==> src/rtl/frame_readout.sv <==
// Frame readout: fetches the most recently completed ping-pong frame from DDR in
// bursts, buffers it in a pixel FIFO and streams RGB565 pixels with SOF/EOL markers.
module frame_readout #(
  parameter int          MEM_DATA_LEN = 64,
  parameter int          ADDR_LEN     = 32,
  parameter int          VIDEO_WIDTH  = 960,
  parameter int          VIDEO_HEIGHT = 540,
  parameter int          BURST_LEN    = 16,
  parameter int          FIFO_DEPTH   = 64,
  parameter int unsigned BUF_A_BASE   = 4147200,
  parameter int unsigned BUF_B_BASE   = 6220800
) (
  input  logic                    clk,
  input  logic                    rst,
  input  logic                    image_addr_flag,
  input  logic                    frame_start,
  output logic                    rd_valid,
  input  logic                    rd_ready,
  output logic [9:0]              rd_burst_len,
  output logic [ADDR_LEN-1:0]     rd_addr,
  input  logic [MEM_DATA_LEN-1:0] rd_data,
  input  logic                    rd_burst_finish,
  output logic                    pix_valid,
  input  logic                    pix_ready,
  output logic [15:0]             pix_data,
  output logic                    pix_sof,
  output logic                    pix_eol,
  output logic                    busy,
  output logic                    underflow
);
  localparam logic [31:0]      IMAGE_SIZE = 32'(VIDEO_WIDTH * VIDEO_HEIGHT);
  localparam int               PTR_W      = $clog2(FIFO_DEPTH);
  localparam int               CNT_W      = PTR_W + 1;
  localparam logic [CNT_W-1:0] FIFO_FULL  = CNT_W'(FIFO_DEPTH);
  localparam logic [10:0]      LAST_X     = 11'(VIDEO_WIDTH - 1);

  typedef enum logic [2:0] {S_IDLE, S_LATCH, S_CHECK, S_READ, S_DRAIN} state_t;

  state_t              state_q, state_d;
  logic [ADDR_LEN-1:0] base_q, base_d, rd_addr_q, rd_addr_d;
  logic [31:0]         fetch_cnt_q, fetch_cnt_d, pix_cnt_q, pix_cnt_d;
  logic [10:0]         pix_x_q, pix_x_d;
  logic [9:0]          pix_y_q, pix_y_d, rd_burst_len_q, rd_burst_len_d;
  logic                rd_valid_q, rd_valid_d, busy_q, busy_d;
  logic                underflow_q, underflow_d, restart_q, restart_d;
  logic [PTR_W-1:0]    wr_ptr_q, wr_ptr_d, rd_ptr_q, rd_ptr_d;
  logic [CNT_W-1:0]    count_q, count_d;
  logic [15:0]         fifo_mem [FIFO_DEPTH];

  logic        push, pop, drop, stall;
  logic [31:0] remaining, free;
  logic [9:0]  len;

  assign pix_valid = (count_q != '0);
  assign pop       = pix_valid && pix_ready;

  // NOTE: every variable gets a default before any branch, so no path leaves
  // one unassigned and no latch is inferred.
  always_comb begin
    state_d        = state_q;
    base_d         = base_q;
    rd_addr_d      = rd_addr_q;
    fetch_cnt_d    = fetch_cnt_q;
    pix_cnt_d      = pix_cnt_q;
    pix_x_d        = pix_x_q;
    pix_y_d        = pix_y_q;
    rd_burst_len_d = rd_burst_len_q;
    rd_valid_d     = rd_valid_q;
    busy_d         = busy_q;
    restart_d      = restart_q;
    wr_ptr_d       = wr_ptr_q;
    rd_ptr_d       = rd_ptr_q;
    push           = 1'b0;
    drop           = 1'b0;
    remaining      = IMAGE_SIZE - fetch_cnt_q;
    len            = (remaining < 32'(BURST_LEN)) ? remaining[9:0] : 10'(BURST_LEN);
    free           = 32'(FIFO_FULL - count_q);
    stall          = busy_q && pix_ready && !pix_valid && (pix_cnt_q < IMAGE_SIZE)
                     && (state_q != S_LATCH);

    if (pop) begin
      pix_cnt_d = pix_cnt_q + 32'd1;
      rd_ptr_d  = rd_ptr_q + PTR_W'(1);
      if (pix_x_q == LAST_X) begin
        pix_x_d = '0;
        pix_y_d = pix_y_q + 10'd1;
      end else begin
        pix_x_d = pix_x_q + 11'd1;
      end
    end

    // A beat that finds the FIFO full means the CHECK sizing was violated.
    if (state_q == S_READ && rd_ready) begin
      if (count_q == FIFO_FULL) drop = 1'b1;
      else                      push = 1'b1;
    end
    if (push) wr_ptr_d = wr_ptr_q + PTR_W'(1);
    count_d = count_q + CNT_W'(push) - CNT_W'(pop);

    unique case (state_q)
      S_IDLE: if (frame_start) state_d = S_LATCH;
      S_LATCH: begin
        // Read the buffer the processing stage is not writing.
        base_d      = image_addr_flag ? ADDR_LEN'(BUF_B_BASE) : ADDR_LEN'(BUF_A_BASE);
        fetch_cnt_d = '0;
        pix_cnt_d   = '0;
        pix_x_d     = '0;
        pix_y_d     = '0;
        wr_ptr_d    = '0;
        rd_ptr_d    = '0;
        count_d     = '0;
        busy_d      = 1'b1;
        restart_d   = 1'b0;
        state_d     = S_CHECK;
      end
      S_CHECK: begin
        if (frame_start) begin
          state_d = S_LATCH;
        end else if (fetch_cnt_q == IMAGE_SIZE) begin
          state_d = S_DRAIN;
        end else if (free >= 32'(len)) begin
          rd_addr_d      = base_q + ADDR_LEN'(fetch_cnt_q);
          rd_burst_len_d = len;
          rd_valid_d     = 1'b1;
          state_d        = S_READ;
        end
      end
      S_READ: begin
        // A burst in flight always completes; a restart waits for its finish.
        if (frame_start) restart_d = 1'b1;
        if (rd_burst_finish) begin
          rd_valid_d = 1'b0;
          if (restart_q || frame_start) begin
            restart_d = 1'b0;
            state_d   = S_LATCH;
          end else begin
            fetch_cnt_d = fetch_cnt_q + 32'(rd_burst_len_q);
            state_d     = S_CHECK;
          end
        end
      end
      S_DRAIN: begin
        if (frame_start) begin
          state_d = S_LATCH;
        end else if (pix_cnt_q == IMAGE_SIZE) begin
          busy_d  = 1'b0;
          state_d = S_IDLE;
        end
      end
      default: state_d = S_IDLE;
    endcase

    underflow_d = underflow_q | stall | drop;
  end

  // NOTE: sequential state is updated only with non-blocking assignments so all
  // flops see the same pre-edge values.
  always_ff @(posedge clk or negedge rst) begin
    if (!rst) begin
      state_q        <= S_IDLE;
      base_q         <= '0;
      rd_addr_q      <= '0;
      fetch_cnt_q    <= '0;
      pix_cnt_q      <= '0;
      pix_x_q        <= '0;
      pix_y_q        <= '0;
      rd_burst_len_q <= 10'(BURST_LEN);
      rd_valid_q     <= 1'b0;
      busy_q         <= 1'b0;
      underflow_q    <= 1'b0;
      restart_q      <= 1'b0;
      wr_ptr_q       <= '0;
      rd_ptr_q       <= '0;
      count_q        <= '0;
    end else begin
      state_q        <= state_d;
      base_q         <= base_d;
      rd_addr_q      <= rd_addr_d;
      fetch_cnt_q    <= fetch_cnt_d;
      pix_cnt_q      <= pix_cnt_d;
      pix_x_q        <= pix_x_d;
      pix_y_q        <= pix_y_d;
      rd_burst_len_q <= rd_burst_len_d;
      rd_valid_q     <= rd_valid_d;
      busy_q         <= busy_d;
      underflow_q    <= underflow_d;
      restart_q      <= restart_d;
      wr_ptr_q       <= wr_ptr_d;
      rd_ptr_q       <= rd_ptr_d;
      count_q        <= count_d;
    end
  end

  // NOTE: pixel storage has no reset; count and pointers alone decide which
  // entries are meaningful, and pix_data is forced to zero while empty.
  always_ff @(posedge clk) begin
    if (push) fifo_mem[wr_ptr_q] <= rd_data[15:0];
  end

  assign rd_valid     = rd_valid_q;
  assign rd_addr      = rd_addr_q;
  assign rd_burst_len = rd_burst_len_q;
  assign busy         = busy_q;
  assign underflow    = underflow_q;
  assign pix_data     = pix_valid ? fifo_mem[rd_ptr_q] : 16'h0000;
  assign pix_sof      = pix_valid && (pix_cnt_q == 32'd0);
  assign pix_eol      = pix_valid && (pix_x_q == LAST_X);

  // Upper memory bits carry no pixel data; the line counter is kept for debug.
  logic unused_bits;
  assign unused_bits = ^{pix_y_q, rd_data[MEM_DATA_LEN-1:16]};
endmodule

==> config.mk <==
export PLATFORM = sky130hd
export DESIGN_NAME = frame_readout
export DESIGN_NICKNAME = d
export VERILOG_FILES = /design/src/rtl/frame_readout.sv
export SDC_FILE = /design/constraint.sdc
export NUM_CORES = 2
export LEC_CHECK = 0
export CAP_MARGIN = 15
export CELL_PAD_IN_SITES_DETAIL_PLACEMENT = 1
export CELL_PAD_IN_SITES_GLOBAL_PLACEMENT = 1
export CORE_MARGIN = 2
export CORE_UTILIZATION = 55
export CTS_BUF_LIST = sky130_fd_sc_hd__clkbuf_8 sky130_fd_sc_hd__clkbuf_16
export DETAILED_ROUTE_END_ITERATION = 16
export MAX_ROUTING_LAYER = met4
export PLACE_DENSITY = 0.85
export SLEW_MARGIN = 20
export SYNTH_ARGS = -nofsm -noshare
export SYNTH_HDL_FRONTEND = slang
export SYNTH_SLANG_ARGS = --single-unit
==> constraint.sdc <==
create_clock -name clk -period 11.9 [get_ports clk]
set_input_delay 1.785 -clock clk [delete_from_list [all_inputs] [get_ports clk]]
set_output_delay 1.785 -clock clk [all_outputs]
set_load 0.05 [all_outputs]
==> reports/results.tsv <==
stage	metric	value	unit
placed_design	gp_congestion	0.873	
floorplanning	initial_core_util	0.555	
clock_tree	htree_levels	3	
worst_setup_path	cp-start-kind	flop	
pwr	leakage	18.0	nW
min_path	whs_endpoint	rd_addr[31]$_DFFE_PN0P_	
yosys	yosysTopAreaCell	edfxtp_1	
timing	setup_slack	4.23	ns
layout	multiInputGateArea	13000	um2
worst_setup_path	reg2reg_to	rd_addr[18]$_DFFE_PN0P_	
layout	fillers	7284	
yosys	syn_area	48200	um2
status	outcome	finished clean	
clock_tree	cts_tree	yes	
floorplanning	die_y	300	um
clock_tree	clk_latency	0.73	ns
worst_setup_path	r2r_cells	16	
worst_setup_path	rrSetupSlack	6.86	ns
yosys	synth_edf_count	1024	
clock_tree	cts_inserted_buffers	113	
layout	areaGrowthSynthToFinish	12.9	%
routing	viasPerCell	6.57	
timing	rsz0062_at_grt	no	
timing	period_needed	7.67	ns
routing	ant_nets	0	
clock_tree	clock_sinks	1170	
yosys	syn_inst	2566	
timing	slew_headroom	0.238	
pwr	peakVddDrop	325	uV
worst_setup_path	path_max_fanout	47	
grt	grtUsageTotal	0.307	
layout	ff_latch_area	34400	um2
layout	drive_above_1_share	0.222	
pwr	switchingPower	3.37	mW
worst_setup_path	critPathKind	flop to output port	
pwr	netSwitchingFraction	0.297	
routing	routedWlPerCell	32.9	um
pwr	p_per_area	208	nW/um2
grt	grt_pass1_vias	28223	
yosys	yosysMostFrequentCell	edfxtp_1	
floorplanning	design.die.area	89900	um2
yosys	synthTopCellsByCount	edfxtp_1, mux4_2, nor2_1	
floorplanning	core_area	86800	um2
layout	post-route-util	0.627	
grt	grt_max_degree	150	
clock_tree	clock_path_buffers	3	
floorplanning	die_w	300	um
pwr	power_frac_clock	0.334	
yosys	synth-async-reset-ratio	0.125	
clock_tree	cts_resized	0	
pwr	intPower	7.96	mW
placed_design	dpl_worst_slack	4.86	ns
yosys	ys_seq_area_frac	0.715	
yosys	ys_dominant_reg_cell	edfxtp_1	
worst_setup_path	required	10.12	ns
routing	drt_drc_violations_left	0	
timing	finalCritPeriodShare	0.644	
layout	num-nets-final	2845	
timing	fin_worst_skew	0.0801	ns
yosys	synth.avg_cell_area	18.8	um2
clock_tree	cts_setup_buffers	0	
clock_tree	cts.clk_slew.worst_paths	0.06	ns
yosys	yosys_register_bits	1170	
timing	fin_setup_tns	0	ns
placed_design	dp_cells	3760	
grt	antenna_found_initial	5	
timing	worstMarginPinSlew	1.14	ns
yosys	synth_top_area_frac	0.639	
placed_design	portBuffers	86	
yosys	ys_warn_count	0	
floorplanning	ioPinCount	135	
worst_setup_path	crit_arrival	5.88	ns
run	max_cap_viol_count	0	
routing	num_vias	26126	
timing	finalSetupViolCount	0	
grt	grt_pass1_wl	192	mm
floorplanning	rows	108	
min_path	hp-start	rd_addr[31]$_DFFE_PN0P_	
pwr	p_comb_frac	0.251	
worst_setup_path	critPathCaptureType	output port	
yosys	ys_types	71	
clock_tree	holdBufCountCts	0	
grt	gr-total-overflow	0	
min_path	hold_path_class	flop to flop	
clock_tree	cts-root-buf	clkbuf_16	
min_path	holdPathStages	2	
routing	drt-total-wl	131	mm
yosys	yosys-top-cells-area	edfxtp_1, mux4_2, dfrtp_1	
worst_setup_path	r2r_start	fetch_cnt_q[9]$_DFFE_PN0P_	
placed_design	hpwl	71.3	mm
timing	slew_violations	0	
routing	drt_iter0_drc	3109	
layout	final_cells	3977	
pwr	total_power	11.3	mW
routing	drtPass1Iterations	5	
pwr	power.share.sequential	0.415	
timing	hold_viol_final	0	
timing	fmax	0.130	GHz
power groups by stage:
stage	Combinational, mW	Sequential (mW)	Clock (mW)
after global routing	3.00	4.73	3.94
after global placement	2.68	4.78	0
after CTS	2.85	4.71	3.81
after detailed placement	2.78	4.80	0
final	2.84	4.71	3.79
after floorplan	1.89	4.80	0
metal layers:
| layer | GRT usage | vias to the layer above | share of wire |
|---|---|---|---|
| met5 | - | - | 0 |
| met4 | 0.133 | 0 | 0.044 |
| met3 | 0.0540 | 359 | 0.088 |
| met2 | 0.508 | 1467 | 0.52 |
| met1 | 0.374 | 13670 | 0.35 |
| li1 | - | 10630 | - |
stage by stage:
stage | cell area, um2 | hold WS, ns
after floorplan | 48200 | 0.478
after global placement | 50400 | 0.460
after detailed placement | 50400 | 0.472
after CTS | 54300 | 0.487
after global routing | 54400 | 0.507
final | 54400 | 0.479
state kept, by name (all words and copies together), names as in the netlist, 6 cells and up:
register      flops
rd_burst_len     10
fifo_mem       1024
rd_ptr_q          6
pix_x_q          11
pix_cnt_q        32
wr_ptr_q          6
fetch_cnt_q      32
rd_addr          32
count_q           7
cells in the final DEF (no fill, tap or decap), types with 8 or more instances in the layout:
cell	synthesis	layout
nor3_1	20	20
nor4_1	17	17
nand2_1	141	141
inv_1	38	55
or3_1	19	19
a21oi_1	51	51
dfrtp_1	145	141
mux4_2	336	336
clkdlybuf4s50_1	0	69
clkinv_2	0	22
nand4_1	29	29
clkinv_1	0	26
clkbuf_16	0	114
o21ai_0	32	32
a211oi_1	8	8
a22o_1	8	8
a21o_1	9	9
or4_1	12	12
xor2_1	47	47
o31ai_1	11	11
bufinv_16	0	19
nor2b_1	19	19
edfxtp_1	1024	1024
and3_1	8	8
xnor2_1	44	44
nand3_1	38	38
and2_1	26	26
ha_1	51	51
nor2_1	170	170
o21ai_1	26	26
buf_4	2	94
area by class of cell:
| cell class | instances | share of cell area |
|---|---|---|
| Multi-Input combinational cell | 1230 | 0.240 |
| Antenna cell | 4 | 0.000184 |
| Clock buffer | 116 | 0.0530 |
| Tap cell | 1155 | 0.0266 |
| Sequential cell | 1170 | 0.633 |
| Clock inverter | 97 | 0.0184 |
| Inverter | 38 | 0.00262 |
| Timing Repair Buffer | 167 | 0.0268 |
worst max path at each step:
stage | slack [ns] | to | from | cells past startpoint
3_5_place_dp | 4.86 | pix_data[5] | rd_ptr_q[0]$_DFFE_PN0P_ | 7
6_report | 4.23 | pix_data[15] | rd_ptr_q[0]$_DFFE_PN0P_ | 7
3_3_place_gp | 4.99 | pix_data[14] | rd_ptr_q[0]$_DFFE_PN0P_ | 7
5_1_grt | 3.89 | pix_data[1] | rd_ptr_q[0]$_DFFE_PN0P_ | 7
4_1_cts | 4.08 | pix_data[1] | rd_ptr_q[0]$_DFFE_PN0P_ | 7
2_1_floorplan | 7.23 | pix_data[0] | rd_ptr_q[0]$_DFFE_PN0P_ | 7
kinds of logic after synthesis:
group           after synthesis  synth area share
mux                         339             0.158
simple gates                545            0.0555
fa+ha+maj                    54            0.0145
flops                      1170             0.715
xor+xnor                     91            0.0166
other cells                   1         0.0000779
compound gates              196            0.0256
buf+inv                     170            0.0154
worst max-delay path, cell delays in order, from the launching register on:
cell	delay [ns]
dfrtp_4	0.75
buf_4	0.72
buf_4	0.88
mux4_2	0.64
mux4_2	0.57
mux4_2	0.51
and2_1	0.25
clkdlybuf4s50_1	0.73
Note: power is estimated with default switching activity, not from simulation.
